`config.mk`:
```
export PLATFORM = sky130hd
export DESIGN_NAME = multichan_tap_buffer
export DESIGN_NICKNAME = d
export VERILOG_FILES = /design/src/rtl/multichan_tap_buffer.sv
export SDC_FILE = /design/constraint.sdc
export NUM_CORES = 2
export LEC_CHECK = 0
export BUFFER_PORTS_ARGS = -buffer_cell sky130_fd_sc_hd__buf_2
export CAP_MARGIN = 20
export CORE_UTILIZATION = 35
export CTS_BUF_LIST = sky130_fd_sc_hd__clkbuf_8
export DETAILED_ROUTE_END_ITERATION = 10
export HOLD_SLACK_MARGIN = 0.03
export PLACE_DENSITY = 0.6
export SKIP_LAST_GASP = 1
export SLEW_MARGIN = 0
export SYNTH_ARGS = -nofsm -noshare
export SYNTH_HDL_FRONTEND = slang
export SYNTH_SLANG_ARGS = --single-unit
```
`constraint.sdc`:
```
create_clock -name clk -period 6.5 [get_ports clk]
set_input_delay 0.65 -clock clk [delete_from_list [all_inputs] [get_ports clk]]
set_output_delay 0.65 -clock clk [all_outputs]
set_load 0.02 [all_outputs]
```
`src/rtl/multichan_tap_buffer.sv`:
```
// ============================================================================
// Module   : multichan_tap_buffer
// Brief    : Per-channel circular sample history with tap-by-age readback.
// Revision : 1.0
// ============================================================================
`default_nettype none

module multichan_tap_buffer #(
  parameter int WIDTH    = 16,
  parameter int DEPTH    = 64,
  parameter int CHANNELS = 2,
  localparam int CW = (CHANNELS > 1) ? $clog2(CHANNELS) : 1,
  localparam int TW = $clog2(DEPTH) + 1
) (
  input  logic                clk,
  input  logic                rst,
  input  logic                in_valid,
  input  logic [CW-1:0]       in_chan,
  input  logic [WIDTH-1:0]    in_data,
  input  logic                clr,
  input  logic [CW-1:0]       clr_chan,
  input  logic                rd_en,
  input  logic [CW-1:0]       rd_chan,
  input  logic [TW-1:0]       rd_tap,
  output logic                rd_valid,
  output logic [WIDTH-1:0]    rd_data,
  output logic                rd_err,
  output logic [CHANNELS-1:0] chan_full
);

  localparam int PW = $clog2(DEPTH);
  localparam int AW = TW + 1;
  localparam logic [PW-1:0] c_last_ptr = PW'(DEPTH - 1);
  localparam logic [TW-1:0] c_depth    = TW'(DEPTH);

  logic [PW-1:0]    w_wptr  [CHANNELS];
  logic [TW-1:0]    w_fill  [CHANNELS];
  logic [WIDTH-1:0] w_rword [CHANNELS];

  logic             w_chan_ok;
  logic             w_tap_ok;
  logic             w_in_fill;
  logic [CW-1:0]    w_rc;
  logic [AW-1:0]    w_base;
  logic [AW-1:0]    w_sub;
  logic [PW-1:0]    w_ridx;

  logic             r_rd_valid;
  logic [WIDTH-1:0] r_rd_data;
  logic             r_rd_err;

  assign w_chan_ok = ({1'b0, rd_chan} < (CW+1)'(CHANNELS));
  assign w_tap_ok  = (rd_tap < c_depth);
  assign w_rc      = w_chan_ok ? rd_chan : '0;

  // (wptr-1-tap) mod DEPTH via one conditional add; valid for any DEPTH
  assign w_base    = AW'(w_wptr[w_rc]);
  assign w_sub     = AW'(rd_tap) + AW'(1);
  assign w_ridx    = (w_base >= w_sub) ? PW'(w_base - w_sub)
                                       : PW'(w_base + AW'(DEPTH) - w_sub);
  assign w_in_fill = (rd_tap < w_fill[w_rc]);

  generate
    for (genvar c = 0; c < CHANNELS; c++) begin : g_chan
      logic [PW-1:0]    r_wptr;
      logic [PW-1:0]    w_wptr_nxt;
      logic [PW-1:0]    w_waddr;
      logic [TW-1:0]    r_fill;
      logic [TW-1:0]    w_fill_nxt;
      logic             r_full;
      logic             w_wr;
      logic             w_clr;
      logic [WIDTH-1:0] r_mem [DEPTH];

      assign w_wr    = in_valid && (in_chan == CW'(c));
      assign w_clr   = clr && (clr_chan == CW'(c));
      // A write alongside a clear becomes the first sample of the new history
      assign w_waddr = w_clr ? '0 : r_wptr;

      always_comb begin
        w_wptr_nxt = w_waddr;
        w_fill_nxt = w_clr ? '0 : r_fill;
        if (w_wr) begin
          w_wptr_nxt = (w_waddr == c_last_ptr) ? '0 : w_waddr + PW'(1);
          if (w_fill_nxt != c_depth) begin
            w_fill_nxt = w_fill_nxt + TW'(1);
          end
        end
      end

      always_ff @(posedge clk or posedge rst) begin
        if (rst) begin
          r_wptr <= '0;
          r_fill <= '0;
          r_full <= 1'b0;
        end else begin
          r_wptr <= w_wptr_nxt;
          r_fill <= w_fill_nxt;
          r_full <= (w_fill_nxt == c_depth);
        end
      end

      always_ff @(posedge clk) begin
        if (w_wr) begin
          r_mem[w_waddr] <= in_data;
        end
      end

      assign w_wptr[c]    = r_wptr;
      assign w_fill[c]    = r_fill;
      assign w_rword[c]   = r_mem[w_ridx];
      assign chan_full[c] = r_full;
    end
  endgenerate

  always_ff @(posedge clk or posedge rst) begin
    if (rst) begin
      r_rd_valid <= 1'b0;
      r_rd_data  <= '0;
      r_rd_err   <= 1'b0;
    end else begin
      r_rd_valid <= rd_en;
      if (rd_en) begin
        if (!w_chan_ok || !w_tap_ok) begin
          r_rd_data <= '0;
          r_rd_err  <= 1'b1;
        end else begin
          r_rd_data <= w_in_fill ? w_rword[w_rc] : '0;
          r_rd_err  <= 1'b0;
        end
      end
    end
  end

  assign rd_valid = r_rd_valid;
  assign rd_data  = r_rd_data;
  assign rd_err   = r_rd_err;

endmodule

`default_nettype wire

```
==> results.ini <==
[timing]
timing.final.ws_setup_ns=1.26
finalCritPeriodShare_pct=80.6
rsz0062_at_grt=no
fmax_mhz=191
finalSetupViolCount=0
setup_tns_ns=0
worstMarginPinSlew_ns=1.19
period_minus_slack_ns=5.24
hold_viol_final=0
finalClockSkew_ns=0.0815
slew_headroom_pct=18.5
timing.hold.ws_ns=0.139
report.final.slew_viol_count=0

[synth]
synth_seq_cells=2094
async_reset_ff_share_pct=2.20
yosys.area_share.adder_pct=0.301
yosysTopAreaCell=edfxtp_1
yosysMostFrequentCell=edfxtp_1
netlist.area_leader.share_pct=75.5
syn_inst=3845
muxShareOfSynthArea_pct=15.9
synth_compound_area_share_pct=2.01
synth_commonest_cells=edfxtp_1 (2048), mux4_2 (512), nand2_1 (304), nor2_1 (161), mux2i_1 (139)
syn_area_sq_um=81500
synthDistinctLibCells=46
synthTopCellsByArea=edfxtp_1 (75%), mux4_2 (14%), mux2i_1 (1.7%)
syn-num-nets=3895
ys.flop_type=edfxtp_1
seq_area_frac_synth_pct=76.9
synthSimpleGateAreaFrac_pct=3.24
yosys_warnings=0
synth_top_family_by_area=multiplexers
synth_edf_count=2048
avgSynthCellArea_sq_um=21.2
synthXorXnorAreaFrac_pct=0.278

[worst_hold_path]
min_delay_worst_endpoint=g_chan[0].r_mem[2][7]
worstHoldStart=in_data[7]
hold_class=in -> reg
holdPathStages=1

[global_routing]
grt_pass1_vias=41800
track_usage_pct=18.0
use_met1_pct=24.5
globalRouteMet3Util_pct=2.84
grt_max_degree=97
top_usage_layer=met2
grt-ovfl-total=0
grt_first_pass_wirelength_um=306000
grt_util_met2_pct=29.7
antenna_found_initial=17

[outcome]
status=finished, final reports clean

[worst_setup_path]
cp-end-kind=register
rr_startpoint=g_chan[1].r_wptr[0]
critPathSlowestCell=fa_4
path_max_fanout=26
arrival_ns=6.21
cp_slowest_stage_delay_ns=1.30
path_class=reg -> reg
crit_chain=mux2i_1 -> ha_4 -> fa_4 -> buf_12 -> buf_4 -> mux4_2 -> nand2_1 -> a32o_1 -> a2111oi_0 -> buf_4 -> o41ai_1 -> o21ai_1
worstSetupStartpointType=register
reg2reg_depth=12
r2r_end=rd_data[3]
crit_path_frequent_cell=buf_4
required_ns=7.47
r2r_slack_ns=1.26

[power_and_ir_drop]
power_density_nw_per_um2=338
vdd_ir_drop_max_mv=0.207
power_mw=31.6
cellLeakagePower_nw=30.5

[die]
start_util_pct=35.3
placeableCoreArea_sq_um=231000
die_x_um=484
die_area_sq_um=235000
io_pins=51
rows=176
chipHeight_um=484

[final_layout]
layout.nets=4397
layout-drive-gt1-share_pct=28.3
fin_cells=7623
fillerInstances=20300
syn_to_final_growth_pct=14.7

[route]
dr.pass1.iters=5
drc=0
ant_nets=0
drt_iter0_drc=4205
routedWlPerCell_um=28.0
viasPerCell=5.38
wl_um=213000
vias=41000

[clock_network]
path_clk_slew_ns=0.07
cts_setup_buffers=0
cts_tree=built
clock_sinks=2094
cts_resized=0
clock_latency_ns=1.04
cts_made_buffers=348
cts_root_buf=clkbuf_8
htreeDepth=5
clk_path_buf_depth=4

[place]
placed_cells=7020
dp_hpwl_um=130000
io_buffers=50
place.gp.congestion=0.803
pre_cts_slack_ns=0.902

[flow_run]
drv_cap=0

-- worst max-delay path, delay by kind of cell, from the launching register on --
kind	cells	cell delay, ns
buf+inv	3	0.97
compound gates	4	1.46
flops	1	0.69
fa+ha+maj	2	1.52
mux	2	0.46
simple gates	1	0.05
-- cells in the final DEF, fill, tap and decap left out, types with 11 or more instances in the layout --
| master | synthesis | final |
|---|---|---|
| edfxtp_1 | 2048 | 2048 |
| mux4_2 | 512 | 512 |
| clkbuf_8 | 0 | 352 |
| nand2_1 | 304 | 304 |
| buf_4 | 26 | 295 |
| nor2_1 | 161 | 154 |
| inv_1 | 28 | 141 |
| mux2i_1 | 139 | 139 |
| clkinv_1 | 0 | 84 |
| and3_1 | 66 | 66 |
| a32o_1 | 64 | 64 |
| a2111oi_0 | 64 | 54 |
| dfrtp_1 | 46 | 46 |
| buf_2 | 91 | 39 |
| nand3_1 | 24 | 24 |
| clkinv_2 | 0 | 24 |
| buf_12 | 0 | 22 |
| o21ai_1 | 19 | 19 |
| o21ai_0 | 17 | 17 |
| ha_1 | 18 | 17 |
| o41ai_1 | 16 | 16 |
| xor2_1 | 17 | 15 |
| nor2b_1 | 11 | 11 |
-- where the power goes --
| group | switching (mW) | leakage (nW) | internal, mW | total (mW) |
|---|---|---|---|---|
| combinational | 3.61 | 7.94 | 2.54 | 6.16 |
| sequential | 0.0436 | 19.0 | 14.9 | 14.9 |
| clock | 5.13 | 3.52 | 5.37 | 10.5 |
-- flip-flops by register name (all words and copies together) (netlist names) --
| name | cells |
|---|---|
| g_chan.r_fill | 14 |
| g_chan.r_full | 2 |
| g_chan.r_mem | 2048 |
| g_chan.r_wptr | 12 |
| rd_data | 16 |
| rd_err | 1 |
| rd_valid | 1 |
-- metal layers --
layer  vias to the layer above  wire length [um]
li1                      17000                 -
met1                     22100             87900
met2                      1628            106000
met3                       339             13900
met4                         0              5770
met5                         -                 0
-- area by class of cell --
type	count	area [sq um]	share of cell area [%]
repair buffers	364	2910	3.12
multi-input cells	1511	17900	19.1
inverters	28	105	0.112
flip-flops and latches	2094	62700	67.0
well taps	3026	3790	4.05
diodes	4	10.0	0.0107
clock buffers	352	4840	5.18
clock inverters	244	1240	1.33
-- worst max path at each step --
| stage | from | to | slack, ns |
|---|---|---|---|
| detailed placement | rd_chan | rd_data[3] | 0.90 |
| floorplan | rd_chan | rd_data[11] | 2.39 |
| CTS | g_chan[1].r_wptr[0] | rd_data[3] | 1.37 |
| global route | g_chan[1].r_wptr[0] | rd_data[3] | 1.14 |
| finish | g_chan[1].r_wptr[0] | rd_data[3] | 1.26 |
| global placement | rd_chan | rd_data[8] | 0.12 |
-- stage by stage --
stage               instance area [sq um]  util (%)
finish                              93400      40.5
global route                        93400      40.5
CTS                                 93400      40.5
detailed placement                  87300      37.8
global placement                    87200      37.8
floorplan                           81500         -
-- logic make-up (layout without fill, tap and decap cells) --
logic type	Yosys count	in the layout
and+or+nand+nor	613	613
DFF	2094	2094
AOI/OAI and AO/OA	199	199
xor gates and xnor gates	25	25
muxes	655	655
buffers and inverters	240	988
adders and majority gates	19	19
other	0	4
-- what timing repair did --
item,CTS,global route
setup endpoints to repair,0,0
hold buffers,3,0
endpoints found under the hold margin,56,0
(Power assumes the default switching activity.)
